$ cat config.mk
export PLATFORM = sky130hd
export DESIGN_NAME = fft_bf_sequencer_flat
export DESIGN_NICKNAME = d
export VERILOG_FILES = /design/src/rtl/fft_bf_sequencer_if.sv /design/src/rtl/fft_bf_sequencer.sv /design/src/flat_wrapper.sv
export SDC_FILE = /design/constraint.sdc
export NUM_CORES = 1
export LEC_CHECK = 0
export ABC_AREA = 1
export CAP_MARGIN = 30
export CORE_MARGIN = 4
export CORE_UTILIZATION = 46
export CTS_BUF_LIST = sky130_fd_sc_hd__clkbuf_16
export DETAILED_ROUTE_END_ITERATION = 16
export GPL_ROUTABILITY_DRIVEN = 0
export PLACE_DENSITY = 0.84
export SLEW_MARGIN = 30
export SYNTH_ARGS = -nofsm -noshare
export SYNTH_HDL_FRONTEND = slang
export SYNTH_SLANG_ARGS = --single-unit
$ cat constraint.sdc
create_clock -name clk -period 1.8 [get_ports clk]
set_input_delay 0.27 -clock clk [delete_from_list [all_inputs] [get_ports clk]]
set_output_delay 0.27 -clock clk [all_outputs]
set_load 0.05 [all_outputs]
$ cat src/rtl/fft_bf_sequencer_if.sv
// Descriptor/handshake bundle between the FFT butterfly sequencer and its datapath.
// The sequencer side uses master; the datapath or a bench uses slave.
interface fft_bf_sequencer_if;
  logic       start;
  logic       busy;
  logic       done;
  logic       bf_valid;
  logic       bf_ready;
  logic [3:0] addr_a;
  logic [3:0] addr_b;
  logic [3:0] tw_addr;
  logic [1:0] stage;
  logic       last_bf;

  modport master (
    input  start, bf_ready,
    output busy, done, bf_valid, addr_a, addr_b, tw_addr, stage, last_bf
  );

  modport slave (
    output start, bf_ready,
    input  busy, done, bf_valid, addr_a, addr_b, tw_addr, stage, last_bf
  );
endinterface

$ cat src/rtl/fft_bf_sequencer.sv
// Butterfly sequencer for a 16-point radix-2 DIT FFT.
// It issues 4 stages x 8 butterfly descriptors and leaves a drain gap after each stage.
module fft_bf_sequencer #(
  parameter int PIPE_LAT = 3,
  parameter int CNT_W    = 4
) (
  input  logic                 clk,
  input  logic                 rst_n,
  fft_bf_sequencer_if.master   bus
);

  typedef enum logic [1:0] {
    S_IDLE  = 2'd0,
    S_ISSUE = 2'd1,
    S_DRAIN = 2'd2,
    S_DONE  = 2'd3
  } state_t;

  localparam logic [CNT_W-1:0] DRAIN_LAST = CNT_W'(PIPE_LAT - 1);

  state_t           state_q, state_d;
  logic [1:0]       stage_q, stage_d;
  logic [2:0]       k_q, k_d;
  logic [CNT_W-1:0] cnt_q, cnt_d;
  logic             busy_q, busy_d;
  logic             done_q, done_d;
  logic             bf_valid_q, bf_valid_d;
  logic             last_bf_q, last_bf_d;
  logic [3:0]       addr_a_q, addr_a_d;
  logic [3:0]       addr_b_q, addr_b_d;
  logic [3:0]       tw_addr_q, tw_addr_d;

  // Returns {addr_a, addr_b, tw_addr} for butterfly k of stage s.
  function automatic logic [11:0] bf_addr(input logic [1:0] s, input logic [2:0] k);
    logic [3:0] k4;
    logic [3:0] span;
    logic [3:0] pos;
    logic [3:0] grp;
    logic [3:0] a;
    k4   = {1'b0, k};
    span = 4'd1 << s;
    pos  = k4 & (span - 4'd1);
    grp  = k4 >> s;
    a    = ((grp << s) << 1'b1) | pos;
    return {a, a + span, pos << (2'd3 - s)};
  endfunction

  // Next-state, counters, and next values of the registered outputs.
  always_comb begin
    state_d = state_q;
    stage_d = stage_q;
    k_d     = k_q;
    cnt_d   = cnt_q;

    case (state_q)
      S_IDLE: begin
        if (bus.start) begin
          state_d = S_ISSUE;
          stage_d = 2'd0;
          k_d     = 3'd0;
          cnt_d   = '0;
        end else begin
          state_d = S_IDLE;
        end
      end
      S_ISSUE: begin
        if (!bus.bf_ready) begin
          state_d = S_ISSUE;
        end else if (k_q != 3'd7) begin
          k_d = k_q + 3'd1;
        end else if (PIPE_LAT != 0) begin
          state_d = S_DRAIN;
          cnt_d   = '0;
        end else if (stage_q != 2'd3) begin
          stage_d = stage_q + 2'd1;
          k_d     = 3'd0;
        end else begin
          state_d = S_DONE;
        end
      end
      S_DRAIN: begin
        if (cnt_q != DRAIN_LAST) begin
          cnt_d = cnt_q + {{(CNT_W-1){1'b0}}, 1'b1};
        end else if (stage_q != 2'd3) begin
          state_d = S_ISSUE;
          stage_d = stage_q + 2'd1;
          k_d     = 3'd0;
          cnt_d   = '0;
        end else begin
          state_d = S_DONE;
          cnt_d   = '0;
        end
      end
      S_DONE: begin
        state_d = S_IDLE;
        k_d     = 3'd0;
      end
      default: begin
        state_d = S_IDLE;
        stage_d = 2'd0;
        k_d     = 3'd0;
        cnt_d   = '0;
      end
    endcase

    // Descriptor fields follow the next k/stage, so they stay put across a stall.
    busy_d     = (state_d != S_IDLE);
    done_d     = (state_d == S_DONE);
    bf_valid_d = (state_d == S_ISSUE);
    last_bf_d  = (state_d == S_ISSUE) && (k_d == 3'd7);
    {addr_a_d, addr_b_d, tw_addr_d} = bf_addr(stage_d, k_d);
  end

  // State and output registers with synchronous active-low reset.
  always_ff @(posedge clk) begin
    if (!rst_n) begin
      state_q    <= S_IDLE;
      stage_q    <= 2'd0;
      k_q        <= 3'd0;
      cnt_q      <= '0;
      busy_q     <= 1'b0;
      done_q     <= 1'b0;
      bf_valid_q <= 1'b0;
      last_bf_q  <= 1'b0;
      addr_a_q   <= 4'd0;
      addr_b_q   <= 4'd0;
      tw_addr_q  <= 4'd0;
    end else begin
      state_q    <= state_d;
      stage_q    <= stage_d;
      k_q        <= k_d;
      cnt_q      <= cnt_d;
      busy_q     <= busy_d;
      done_q     <= done_d;
      bf_valid_q <= bf_valid_d;
      last_bf_q  <= last_bf_d;
      addr_a_q   <= addr_a_d;
      addr_b_q   <= addr_b_d;
      tw_addr_q  <= tw_addr_d;
    end
  end

  assign bus.busy     = busy_q;
  assign bus.done     = done_q;
  assign bus.bf_valid = bf_valid_q;
  assign bus.last_bf  = last_bf_q;
  assign bus.addr_a   = addr_a_q;
  assign bus.addr_b   = addr_b_q;
  assign bus.tw_addr  = tw_addr_q;
  assign bus.stage    = stage_q;

endmodule

$ cat src/flat_wrapper.sv
// flat-port wrapper written by rule: the top's interface ports become plain ports
module fft_bf_sequencer_flat 
#(
  parameter int PIPE_LAT = 3,
  parameter int CNT_W    = 4
)
  (clk, rst_n, bus_start, bus_bf_ready, bus_busy, bus_done, bus_bf_valid, bus_addr_a, bus_addr_b, bus_tw_addr, bus_stage, bus_last_bf);
  fft_bf_sequencer_if bus_i ();
  input  logic clk;
  input  logic rst_n;
  input wire logic [$bits(bus_i.start)-1:0] bus_start;
  input wire logic [$bits(bus_i.bf_ready)-1:0] bus_bf_ready;
  output wire logic [$bits(bus_i.busy)-1:0] bus_busy;
  output wire logic [$bits(bus_i.done)-1:0] bus_done;
  output wire logic [$bits(bus_i.bf_valid)-1:0] bus_bf_valid;
  output wire logic [$bits(bus_i.addr_a)-1:0] bus_addr_a;
  output wire logic [$bits(bus_i.addr_b)-1:0] bus_addr_b;
  output wire logic [$bits(bus_i.tw_addr)-1:0] bus_tw_addr;
  output wire logic [$bits(bus_i.stage)-1:0] bus_stage;
  output wire logic [$bits(bus_i.last_bf)-1:0] bus_last_bf;
  assign bus_i.start = bus_start;
  assign bus_i.bf_ready = bus_bf_ready;
  assign bus_busy = bus_i.busy;
  assign bus_done = bus_i.done;
  assign bus_bf_valid = bus_i.bf_valid;
  assign bus_addr_a = bus_i.addr_a;
  assign bus_addr_b = bus_i.addr_b;
  assign bus_tw_addr = bus_i.tw_addr;
  assign bus_stage = bus_i.stage;
  assign bus_last_bf = bus_i.last_bf;
  fft_bf_sequencer #(.PIPE_LAT(PIPE_LAT), .CNT_W(CNT_W)) u_core (.clk(clk), .rst_n(rst_n), .bus(bus_i));
endmodule
After elaboration in Yosys (flattened, before gate mapping)
Cells that the tools add are included.
Operators by class
  $add $sub $neg: 6
  mux-type cells: 21
  shift operators: 4
  bitwise gates (word level): 2
  equality and inequality tests: 12
  reduce and logical (&&, ||, !) cells: 5
Operator list (count)
  two-way mux 4 bit: 4
  two-way mux 3 bit: 5
  two-way mux 2 bit: 7
  case mux 3 bit (4 select lines): 1
  case mux 4 bit (3 select lines): 1
  != test 2 bit, second input constant: 4
  case mux 2 bit (4 select lines): 1
  == test 2 bit, second input constant: 3
  adder 4 x 1 -> 4 bit, second input constant: 1
  adder 4 bit: 1
  bitwise AND 3 x 4 -> 4 bit: 1
  == test 2 x 1 -> 1 bit, second input constant: 2
  != test 4 x 2 -> 1 bit, second input constant: 1
  OR 4 bit: 1
  case mux 2 bit (2 select lines): 1
  AND reduction 4 bit: 1
  << shifter 1 x 2 -> 4 bit, first input constant: 1
  << shifter 4 x 2 -> 3 bit: 1
  << shifter 4 x 2 -> 4 bit: 1
  >> shifter 3 x 2 -> 4 bit: 1
  subtractor 4 x 1 -> 4 bit, second input constant: 1
  adder 3 x 1 -> 3 bit, second input constant: 1
  == test 3 bit, second input constant: 1
  != test 3 bit, second input constant: 1
  other kinds (7): 7
Word-level totals
  bits of input ports: 4
  bits in registers: 27

Depth between registers and ports, before layout
Gate-level depths: netlist (run 1).
  depth in word-level cells: 9
  mapped depth: 15
  depth with buffers taken out: 15

Least setup slack after synthesis (run 1)
OpenSTA, ideal clock, no wires.
  kind: register to register
  from: register u_core.stage_q[0] (netlist: u_core.bus.stage[0])
  to: register u_core.addr_b_q[1] (netlist: u_core.bus.addr_b[1])
  arrival time: 2007 ps
  path slack: -316 ps
  period minus slack after synthesis: 2116 ps
  library setup time: 109 ps
  cell stages (with the launch flop): 12
  cells stage by stage: dfxtp_1 > inv_1 > nor2_1 > inv_1 > nand3_1 > nand3_1 > nor2_1 > nand2_1 > nand2_1 > fa_1 > nand2_1 > inv_1
On the way
  cells in the longest elaborated chain, start to end: 9
Ends and longest elaborated chain
  start, declared: RTL line fft_bf_sequencer.sv:22  | logic [1:0] stage_q, stage_d;
  start signal, assigned: RTL line fft_bf_sequencer.sv:130  | stage_q <= stage_d;
  adder 2 x 1 -> 2 bit / != test 2 bit (equally long branches)
  two-way mux 2 bit: RTL line fft_bf_sequencer.sv:84  | end else if (stage_q != 2'd3) begin
  two-way mux 2 bit: RTL line fft_bf_sequencer.sv:82  | if (cnt_q != DRAIN_LAST) begin
  case mux 2 bit (2 select lines): RTL line fft_bf_sequencer.sv:55  | case (state_q)
  << shifter 1 x 2 -> 4 bit: RTL line fft_bf_sequencer.sv:41  | span = 4'd1 << s;
  subtractor 4 x 1 -> 4 bit: RTL line fft_bf_sequencer.sv:42  | pos = k4 & (span - 4'd1);
  bitwise AND 3 x 4 -> 4 bit: RTL line fft_bf_sequencer.sv:42
  OR 4 bit (*): RTL line fft_bf_sequencer.sv:44  | a = ((grp << s) << 1'b1) | pos;
  via u_core.addr_a_d[1]: RTL line fft_bf_sequencer.sv:29  | logic [3:0] addr_a_q, addr_a_d;
  adder 4 bit (*): RTL line fft_bf_sequencer.sv:45  | return {a, a + span, pos << (2'd3 - s)};
  via u_core.addr_b_d[1]: RTL line fft_bf_sequencer.sv:30  | logic [3:0] addr_b_q, addr_b_d;
  end signal, assigned: RTL line fft_bf_sequencer.sv:138  | addr_b_q <= addr_b_d;
  end, declared: RTL line fft_bf_sequencer.sv:30
The timed path passes the listed nets; every way through them passes the cells marked *.
A chain may end at the register's enable or synchronous reset.

Worst setup path after layout (run 1)
  from: register u_core.cnt_q[0]
  to: register u_core.addr_b_q[2] (netlist: u_core.bus.addr_b[2])
On the way
  cells in the longest elaborated chain, start to end: 8
Ends and longest elaborated chain
  start, declared: RTL line fft_bf_sequencer.sv:24  | logic [CNT_W-1:0] cnt_q, cnt_d;
  start signal, assigned: RTL line fft_bf_sequencer.sv:132  | cnt_q <= cnt_d;
  != test 4 x 2 -> 1 bit (*): RTL line fft_bf_sequencer.sv:82
  two-way mux 2 bit: RTL line fft_bf_sequencer.sv:82
  case mux 2 bit (2 select lines): RTL line fft_bf_sequencer.sv:55
  << shifter 1 x 2 -> 4 bit: RTL line fft_bf_sequencer.sv:41
  subtractor 4 x 1 -> 4 bit: RTL line fft_bf_sequencer.sv:42
  bitwise AND 3 x 4 -> 4 bit: RTL line fft_bf_sequencer.sv:42
  OR 4 bit (*): RTL line fft_bf_sequencer.sv:44
  via u_core.addr_a_d[1]: RTL line fft_bf_sequencer.sv:29
  adder 4 bit (*): RTL line fft_bf_sequencer.sv:45
Marks and branches as above.

==> results.cfg, run 1 <==
[grt]
grt_use_met3_pct = 4.61
grt.busiest_layer = met2
overflow = 0
met2_usage_pct = 42.6
grt.total_usage_pct = 25.6
grt_pass1_wl_mm = 6.96
antenna_found_initial = 0
grt_max_degree = 17
grt_pass1_vias = 1471
grtUsageMet1_pct = 32.0

[synth]
syn_avg_cell_area_um2 = 6.93
ys_ff_latch = 27
yosys.cell_types.count = 23
ys_warn_count = 0
synthesis.area_um2 = 1310
synth_top_cells_by_area = dfxtp_1, nand2_1, inv_1, nand3_1, nor2_1
synth_top_cell_area_share_pct = 41.3
synth.yosys.seq_area_share_pct = 41.3
synth_cells = 189
yosysTopAreaCell = dfxtp_1

[route]
post-route-drc-count = 0
wirelength_mm = 4.48
ant_nets = 0
routedWlPerCell_um = 15.5
vias_per_cell = 5.38
first_pass_iters = 6
drt_iter0_drc = 127
routed-via-count = 1554

[worst_setup_path]
path_class = flop to flop
crit_fanout = 4
rr_startpoint = u_core.cnt_q[0]
critPathCapture = u_core.bus.addr_b[2]
arrival_ns = 2.13
start_kind = flop
crit_required_ns = 1.95
rr_worst_depth = 12
reg2reg_slack_ns = -0.18
timing.rr.end = u_core.bus.addr_b[2]
startpoint = u_core.cnt_q[0]
critPathCaptureType = flop

[power]
power.leakage_uw = 0.00103
ir_worst_vdd_v = 0.000601
p_per_area_nw_per_um2 = 666

[die]
die_w_um = 61.4
core_region_area_um2 = 2730
die_y_um = 61.4
die_area_um2 = 3770
start_util_pct = 47.9
num_rows = 19
pin_count = 22

[final_layout]
final_cell_mix = nand2_1, buf_4, inv_1
drive_gt1_share_pct = 39.5
fillers = 151
num_antenna_cells = 0
fin_util_pct = 78.4
fin_area_um2 = 2140
nNetsFinal = 269
syn2layout_area_growth_pct = 63.6

[status]
outcome = finished, violations left
violations = setup timing

[clock_network]
cts_hold_buffers = 0
h-tree-depth = 1
cts_buffer_depth = 2
clock-sinks = 27
clk_latency_ns = 0.27
cts.clk_slew.worst_paths_ns = 0.07
cts_buffers = 3
cts_tree = yes
cts-root-buf = clkbuf_16

[sta]
layout_setup_ws_ns = -0.184
slew_viol_final = 0
setup_violations = 3
fin_crit_sh_pct = 110
period_minus_slack_ns = 1.98
timing.fmax_mhz = 504
rsz0062_at_grt = yes
skew_ns = 0.00552
slew_headroom_pct = 65.3
hold_violations = 0
worst_pin_slew_ns = 0.519

[place]
portBuffers = 21
place_area_um2 = 1900
hpwlAfterDp_mm = 2.61

[run]
maxCapViolations = 0

[worst_hold_path]
holdCritPathClass = flop to flop
## layout make-up
cell class | instances | area (um^2) | share of cell area (%)
Multi-Input combinational cell | 134 | 825 | 38.5
Sequential cell | 27 | 553 | 25.8
Timing Repair Buffer | 65 | 538 | 25.1
Inverter | 28 | 108 | 5.02
Clock buffer | 3 | 75.1 | 3.50
Tap cell | 31 | 38.8 | 1.81
Clock inverter | 1 | 6.26 | 0.292
## metal layers
metal	wire (um)	part of all wire (%)
met4	212	4.7
met5	0	0
met3	390	8.7
met2	2040	46
met1	1830	41
## registers in the layout (all words and copies together), names as in the netlist
| signal | flops |
|---|---|
| u_core.bus.busy | 1 |
| u_core.bus.bf_valid | 1 |
| u_core.bus.addr_a | 4 |
| u_core.bus.done | 1 |
| u_core.cnt_q | 4 |
| u_core.k_q | 3 |
| u_core.bus.last_bf | 1 |
| u_core.bus.addr_b | 4 |
| u_core.state_q | 2 |
| u_core.bus.tw_addr | 4 |
| u_core.bus.stage | 2 |
## worst max-delay path, stage by stage (launching register included)
cell and delay (ns):
dfxtp_2 0.33, inv_2 0.06, ha_4 0.15, nand2_2 0.07
nor2_4 0.18, nand2_1 0.08, nand3_1 0.08, nand3_2 0.10
nand2_2 0.11, nand2_2 0.09, fa_2 0.39, xnor2_2 0.17
nor2_1 0.06
## through the flow
step                hold slack (ns)  cells  worst slack [ns]  power, uW  setup TNS, ns
floorplan                     0.465    190          0.000742        779              0
global placement              0.510    278            -0.244        875         -0.721
detailed placement            0.527    278            -0.277        878         -0.928
CTS                           0.538    286           -0.0796       1410         -0.150
global route                  0.576    289            -0.246       1470         -0.695
finish                        0.537    289            -0.184       1430         -0.513
## Yosys cell counts
master,instances
o21a_1,1
dfxtp_1,27
inv_1,28
fa_1,1
nand3_1,20
nor3_1,2
o211ai_1,1
conb_1,1
nand2_1,58
a21boi_1,1
o21ai_0,2
nand2_2,1
nand3_2,1
xnor2_1,1
o21ai_2,1
nor2_4,2
a211oi_1,1
a21oi_1,5
nor2_1,26
o21ai_1,2
ha_1,5
clkbuf_8,1
nor3b_1,1
## cell families (layout without fill, tap and decap cells)
group / after synthesis / count (layout) / synth area share, %
AOI/OAI and AO/OA: 14 / 14 / 6.40
xor gates and xnor gates: 1 / 1 / 0.669
adders and majority gates: 6 / 6 / 6.30
buffers and inverters: 29 / 97 / 9.07
DFF: 27 / 27 / 41.3
other: 1 / 2 / 0.286
and+or+nand+nor: 111 / 111 / 36.0
## how the worst min path moves through the flow
stage                         start         endpoint  slack [ns]  depth (start not counted)
floorplan           u_core.cnt_q[0]  u_core.cnt_q[0]        0.47                          2
global placement    u_core.cnt_q[0]  u_core.cnt_q[0]        0.51                          3
detailed placement  u_core.cnt_q[0]  u_core.cnt_q[0]        0.53                          3
CTS                 u_core.cnt_q[0]  u_core.cnt_q[0]        0.54                          3
global route        u_core.cnt_q[0]  u_core.cnt_q[0]        0.58                          3
finish              u_core.cnt_q[0]  u_core.cnt_q[0]        0.54                          3
## what timing repair did
action | 4_1_cts | 5_1_grt
buffers inserted | 4 | 3
gates resized for setup | 24 | 8
cloned | 0 | 0
setup endpoints to repair | 3 | 5
pin swaps | 8 | 3
## power by group
part,switching [uW],total [uW],internal (uW)
Combinational,162,276,113
Sequential,11.8,629,617
Clock,218,522,304
Note: power is estimated with default switching activity, not from simulation.
==> run 2: changes to the inputs <==
--- a/config.mk
+++ b/config.mk
@@ -7,7 +7,7 @@
 export LEC_CHECK = 0
 export ABC_AREA = 1
 export CAP_MARGIN = 30
-export CORE_MARGIN = 4
+export CORE_MARGIN = 2
 export CORE_UTILIZATION = 46
 export CTS_BUF_LIST = sky130_fd_sc_hd__clkbuf_16
 export DETAILED_ROUTE_END_ITERATION = 16
@@ -17,3 +17,4 @@
 export SYNTH_ARGS = -nofsm -noshare
 export SYNTH_HDL_FRONTEND = slang
 export SYNTH_SLANG_ARGS = --single-unit
+export TNS_END_PERCENT = 20
==> run 2 against run 1 <==
Net effect: core utilization up 1.4 points; the flow still finishes with violations (setup timing); largest cell class unchanged; clock power up 2%; routed wire length down 1.7%; count of clock-buffer cells in the layout unchanged.
==> results.cfg, run 2 (synthesis results as in run 1) <==
[status]
outcome = finished, violations left
violations = setup timing

[final_layout]
num_antenna_cells = 0
final_common_cell = buf_4
instances_no_fill = 292
final_cell_mix = buf_4, nand2_1, inv_1
syn2layout_area_growth_pct = 66.6
nNetsFinal = 272
multi_input_area_um2 = 836
fin_area_um2 = 2180
drive_gt1_share_pct = 39.8
seqCellArea_um2 = 556
fillers = 165

[sta]
fin_crit_sh_pct = 106
slew_viol_final = 0
setup_violations = 4
skew_ns = 0.00380
worst_pin_slew_ns = 0.509
rsz0062_at_grt = yes
tns_ns = -0.291
hold_violations = 0
slew_headroom_pct = 65.9
period_minus_slack_ns = 1.91
layout_setup_ws_ns = -0.109
timing.fmax_mhz = 524

[clock_network]
clk_latency_ns = 0.27
clock-sinks = 27
cts_tree = yes
h-tree-depth = 1
cts_buffers = 3
cts-root-buf = clkbuf_16
cts.clk_slew.worst_paths_ns = 0.07
cts_buffer_depth = 2

[route]
vias_per_cell = 5.33
routed-via-count = 1556
first_pass_iters = 4
post-route-drc-count = 0
routedWlPerCell_um = 15.1
wirelength_mm = 4.40
drt_iter0_drc = 88
ant_nets = 0

[die]
start_util_pct = 47.9
core_region_area_um2 = 2730
die_y_um = 57.4
num_rows = 19
die_w_um = 57.4
die_area_um2 = 3290
pin_count = 22

[place]
place_area_um2 = 1890
dp_slack_ns = -0.278
portBuffers = 21
hpwlAfterDp_mm = 2.46
place_inst = 277

[grt]
grt_max_degree = 17
overflow = 0
grt_pass1_wl_mm = 6.19
grt.total_usage_pct = 24.8
antenna_found_initial = 0
grt_pass1_vias = 1413

[worst_setup_path]
start_kind = flop
critPathCaptureType = flop
path_class = flop to flop
crit_required_ns = 1.97
crit_fanout = 4
arrival_ns = 2.08

[power]
p_sw_uw = 401
power_frac_seq_pct = 43.9
power.leakage_uw = 0.00103
p_per_area_nw_per_um2 = 655
power_frac_comb_pct = 18.6
p_int_uw = 1030
switching_share_pct = 28.0
power_uw = 1430
ir_worst_vdd_v = 0.000783
pwr-share-clk_pct = 37.4

[worst_hold_path]
holdCritPathClass = flop to flop

[run]
maxCapViolations = 0
run 2: worst max-delay path: stages, from the launching register on:
cell and delay, ns:
dfxtp_2 0.33, inv_2 0.07, ha_4 0.16, nand2_2 0.10
nand2_1 0.11, nand2_1 0.12, nor2_2 0.16, nor2_4 0.06
nand2_2 0.08, nand2_2 0.07, ha_4 0.26, a21oi_4 0.13
nand2_1 0.06, nand2_1 0.05, nor2_1 0.03
run 2: layout make-up:
| cell class | count | area share (%) |
|---|---|---|
| repair buffers | 68 | 25.7 |
| flip-flops and latches | 27 | 25.5 |
| clock buffers | 3 | 3.44 |
| inverters | 28 | 5.05 |
| multi-input cells | 134 | 38.3 |
| well taps | 31 | 1.78 |
| clock inverters | 1 | 0.287 |
run 2: timing repair:
action / 4_1_cts / 5_1_grt
setup buffers: 6 / 5
endpoints found under the setup margin: 3 / 5
hold buffers: 0 / 0
gates resized for setup: 14 / 21
pin swaps: 9 / 14
run 2: worst paths after layout:
kind                                 startpoint                    to  slack (ns)  cells after the start
worst max-delay path            u_core.cnt_q[0]  u_core.bus.addr_b[3]       -0.11                     14
worst min-delay path            u_core.cnt_q[1]       u_core.cnt_q[1]        0.56                      2
worst max register to register  u_core.cnt_q[0]  u_core.bus.addr_b[3]       -0.11                     14
worst min register to register  u_core.cnt_q[1]       u_core.cnt_q[1]        0.56                      2
run 2: stage by stage:
| stage | hold WS (ns) | util (%) |
|---|---|---|
| after floorplan | 0.465 | - |
| after global placement | 0.519 | 69.2 |
| after detailed placement | 0.534 | 69.2 |
| after CTS | 0.548 | 75.5 |
| after global routing | 0.586 | 79.8 |
| final | 0.557 | 79.8 |
run 2: routing by layer:
metal  global-route usage (%)  up-vias  share of wire, %
met5                        0        -                 0
met4                     13.3        0               5.5
met3                     2.49       29               5.9
met2                     44.6       81                50
met1                     28.6      713                38
li1                         -      733                 -
run 2: power by group through the flow:
stage          Clock, uW  Sequential (uW)  Combinational [uW]
3_5_place_dp           0              642                 231
6_report             535              628                 266
5_1_grt              550              630                 287
3_3_place_gp           0              641                 228
2_1_floorplan          0              687                92.3
4_1_cts              525              628                 235
==> run 3: changes to the inputs <==
--- a/config.mk
+++ b/config.mk
@@ -12,7 +12,8 @@
 export CTS_BUF_LIST = sky130_fd_sc_hd__clkbuf_16
 export DETAILED_ROUTE_END_ITERATION = 16
 export GPL_ROUTABILITY_DRIVEN = 0
-export PLACE_DENSITY = 0.84
+export PLACE_DENSITY_LB_ADDON = 0.15
+export SKIP_CTS_REPAIR_TIMING = 1
 export SLEW_MARGIN = 30
 export SYNTH_ARGS = -nofsm -noshare
 export SYNTH_HDL_FRONTEND = slang
==> run 3 against run 2 <==
Net effect: final cell count fell by 1.4%; total power fell by 3.3%; critical path type unchanged; core utilization fell by 1.1 points; the run still ends with setup timing left; global-route usage fell by 2.2 points; die area did not move; sequential power barely moved; highest routed layer unchanged; combinational power barely moved.
==> results.cfg, run 3 (synthesis results as in run 1) <==
[sta]
tns_ns = -0.409
slew_viol_final = 0
slew_headroom_pct = 64.8
timing.fmax_mhz = 513
hold_violations = 0
fin_crit_sh_pct = 108
period_minus_slack_ns = 1.95
skew_ns = 0.00125
worst_pin_slew_ns = 0.527
layout_setup_ws_ns = -0.149
setup_violations = 3
rsz0062_at_grt = yes
worst_hold_slack_ns = 0.551

[worst_setup_path]
rr_startpoint = u_core.state_q[1]
timing.rr.end = u_core.bus.addr_b[1]
rr_worst_depth = 10
critPathCaptureType = flop
start_kind = flop
path_class = flop to flop
reg2reg_slack_ns = -0.15
crit_required_ns = 2.00
arrival_ns = 2.15
crit_fanout = 4

[route]
post-route-drc-count = 0
ant_nets = 0
wirelength_mm = 3.96
vias_per_cell = 5.09
routedWlPerCell_um = 13.8
drt_iter0_drc = 65
first_pass_iters = 4
routed-via-count = 1465

[clock_network]
cts_tree = yes
h-tree-depth = 1
cts_buffers = 3
cts_buffer_depth = 2
cts.clk_slew.worst_paths_ns = 0.06
cts-root-buf = clkbuf_16
clock-sinks = 27
clk_latency_ns = 0.26

[power]
switching_share_pct = 26.1
p_sw_uw = 361
ir_worst_vdd_v = 0.000811
power_uw = 1380
pwr-share-clk_pct = 35.4
power_frac_seq_pct = 45.5
p_per_area_nw_per_um2 = 642
power.leakage_uw = 0.00101
power_frac_comb_pct = 19.1
p_int_uw = 1020

[die]
pin_count = 22
num_rows = 19
start_util_pct = 47.9
die_w_um = 57.4
die_area_um2 = 3290
core_region_area_um2 = 2730
die_y_um = 57.4

[grt]
antenna_found_initial = 0
overflow = 0
grt_use_met3_pct = 5.44
grt.busiest_layer = met2
grt_pass1_wl_mm = 5.82
met2_usage_pct = 41.4
grt_pass1_vias = 1386
grtUsageMet1_pct = 25.3
grt.total_usage_pct = 22.6
grt_max_degree = 15

[worst_hold_path]
hold_start = u_core.cnt_q[0]
hold_depth = 3
hold-path-endpoint = u_core.cnt_q[0]
holdCritPathClass = flop to flop

[place]
hpwlAfterDp_mm = 2.85
portBuffers = 21

[final_layout]
syn2layout_area_growth_pct = 64.3
drive_gt1_share_pct = 39.3
seqCellArea_um2 = 553
multi_input_area_um2 = 846
num_antenna_cells = 0
fin_util_pct = 78.7
fillers = 172
nNetsFinal = 268
final_common_cell = nand2_1
final_cell_mix = nand2_1, buf_4, inv_1

[status]
outcome = finished, violations left
violations = setup timing

[run]
maxCapViolations = 0
run 3: power by group through the flow:
stage               Clock, uW  Combinational, uW  Sequential [uW]
floorplan                   0               92.3              687
global placement            0                234              640
detailed placement          0                242              641
CTS                       497                244              627
global route              524                287              630
finish                    489                264              629
run 3: worst max path at each step:
| stage | startpoint | end | slack [ns] | depth (start not counted) |
|---|---|---|---|---|
| 6_report | u_core.state_q[1] | u_core.bus.addr_b[1] | -0.15 | 10 |
| 5_1_grt | u_core.state_q[1] | u_core.bus.addr_b[1] | -0.20 | 10 |
| 4_1_cts | u_core.cnt_q[0] | u_core.bus.addr_b[3] | -0.19 | 15 |
| 3_5_place_dp | bus_start | u_core.bus.addr_b[1] | -0.34 | 9 |
| 3_3_place_gp | bus_start | u_core.bus.addr_b[2] | -0.25 | 11 |
| 2_1_floorplan | u_core.cnt_q[0] | u_core.bus.addr_b[3] | -0.002 | 15 |
run 3: routing by layer:
| layer | part of all wire, % | vias to the layer above |
|---|---|---|
| li1 | - | 717 |
| met1 | 37 | 682 |
| met2 | 53 | 53 |
| met3 | 7.2 | 13 |
| met4 | 2.9 | 0 |
| met5 | 0 | - |
run 3: final cells by class:
type / count / area share (%)
Clock inverter: 1 / 0.174
Multi-Input combinational cell: 134 / 39.3
Inverter: 28 / 5.00
Clock buffer: 3 / 3.49
Timing Repair Buffer: 64 / 24.5
Sequential cell: 27 / 25.7
Tap cell: 31 / 1.80
run 3: critical path: stages, from the launching register on:
cell	delay, ns
dfxtp_2	0.33
buf_4	0.15
o21ai_0	0.28
nand2_1	0.16
nand3_2	0.14
nor2_2	0.06
nand2_2	0.08
nand2_2	0.08
fa_2	0.52
nand2_1	0.05
inv_1	0.05
run 3: per-stage QoR:
step           setup slack (ns)  area (um^2)  cells
2_1_floorplan          -0.00159         1390    190
3_3_place_gp             -0.248         1910    279
3_5_place_dp             -0.339         1910    279
4_1_cts                  -0.187         1980    283
5_1_grt                  -0.203         2150    288
6_report                 -0.149         2150    288
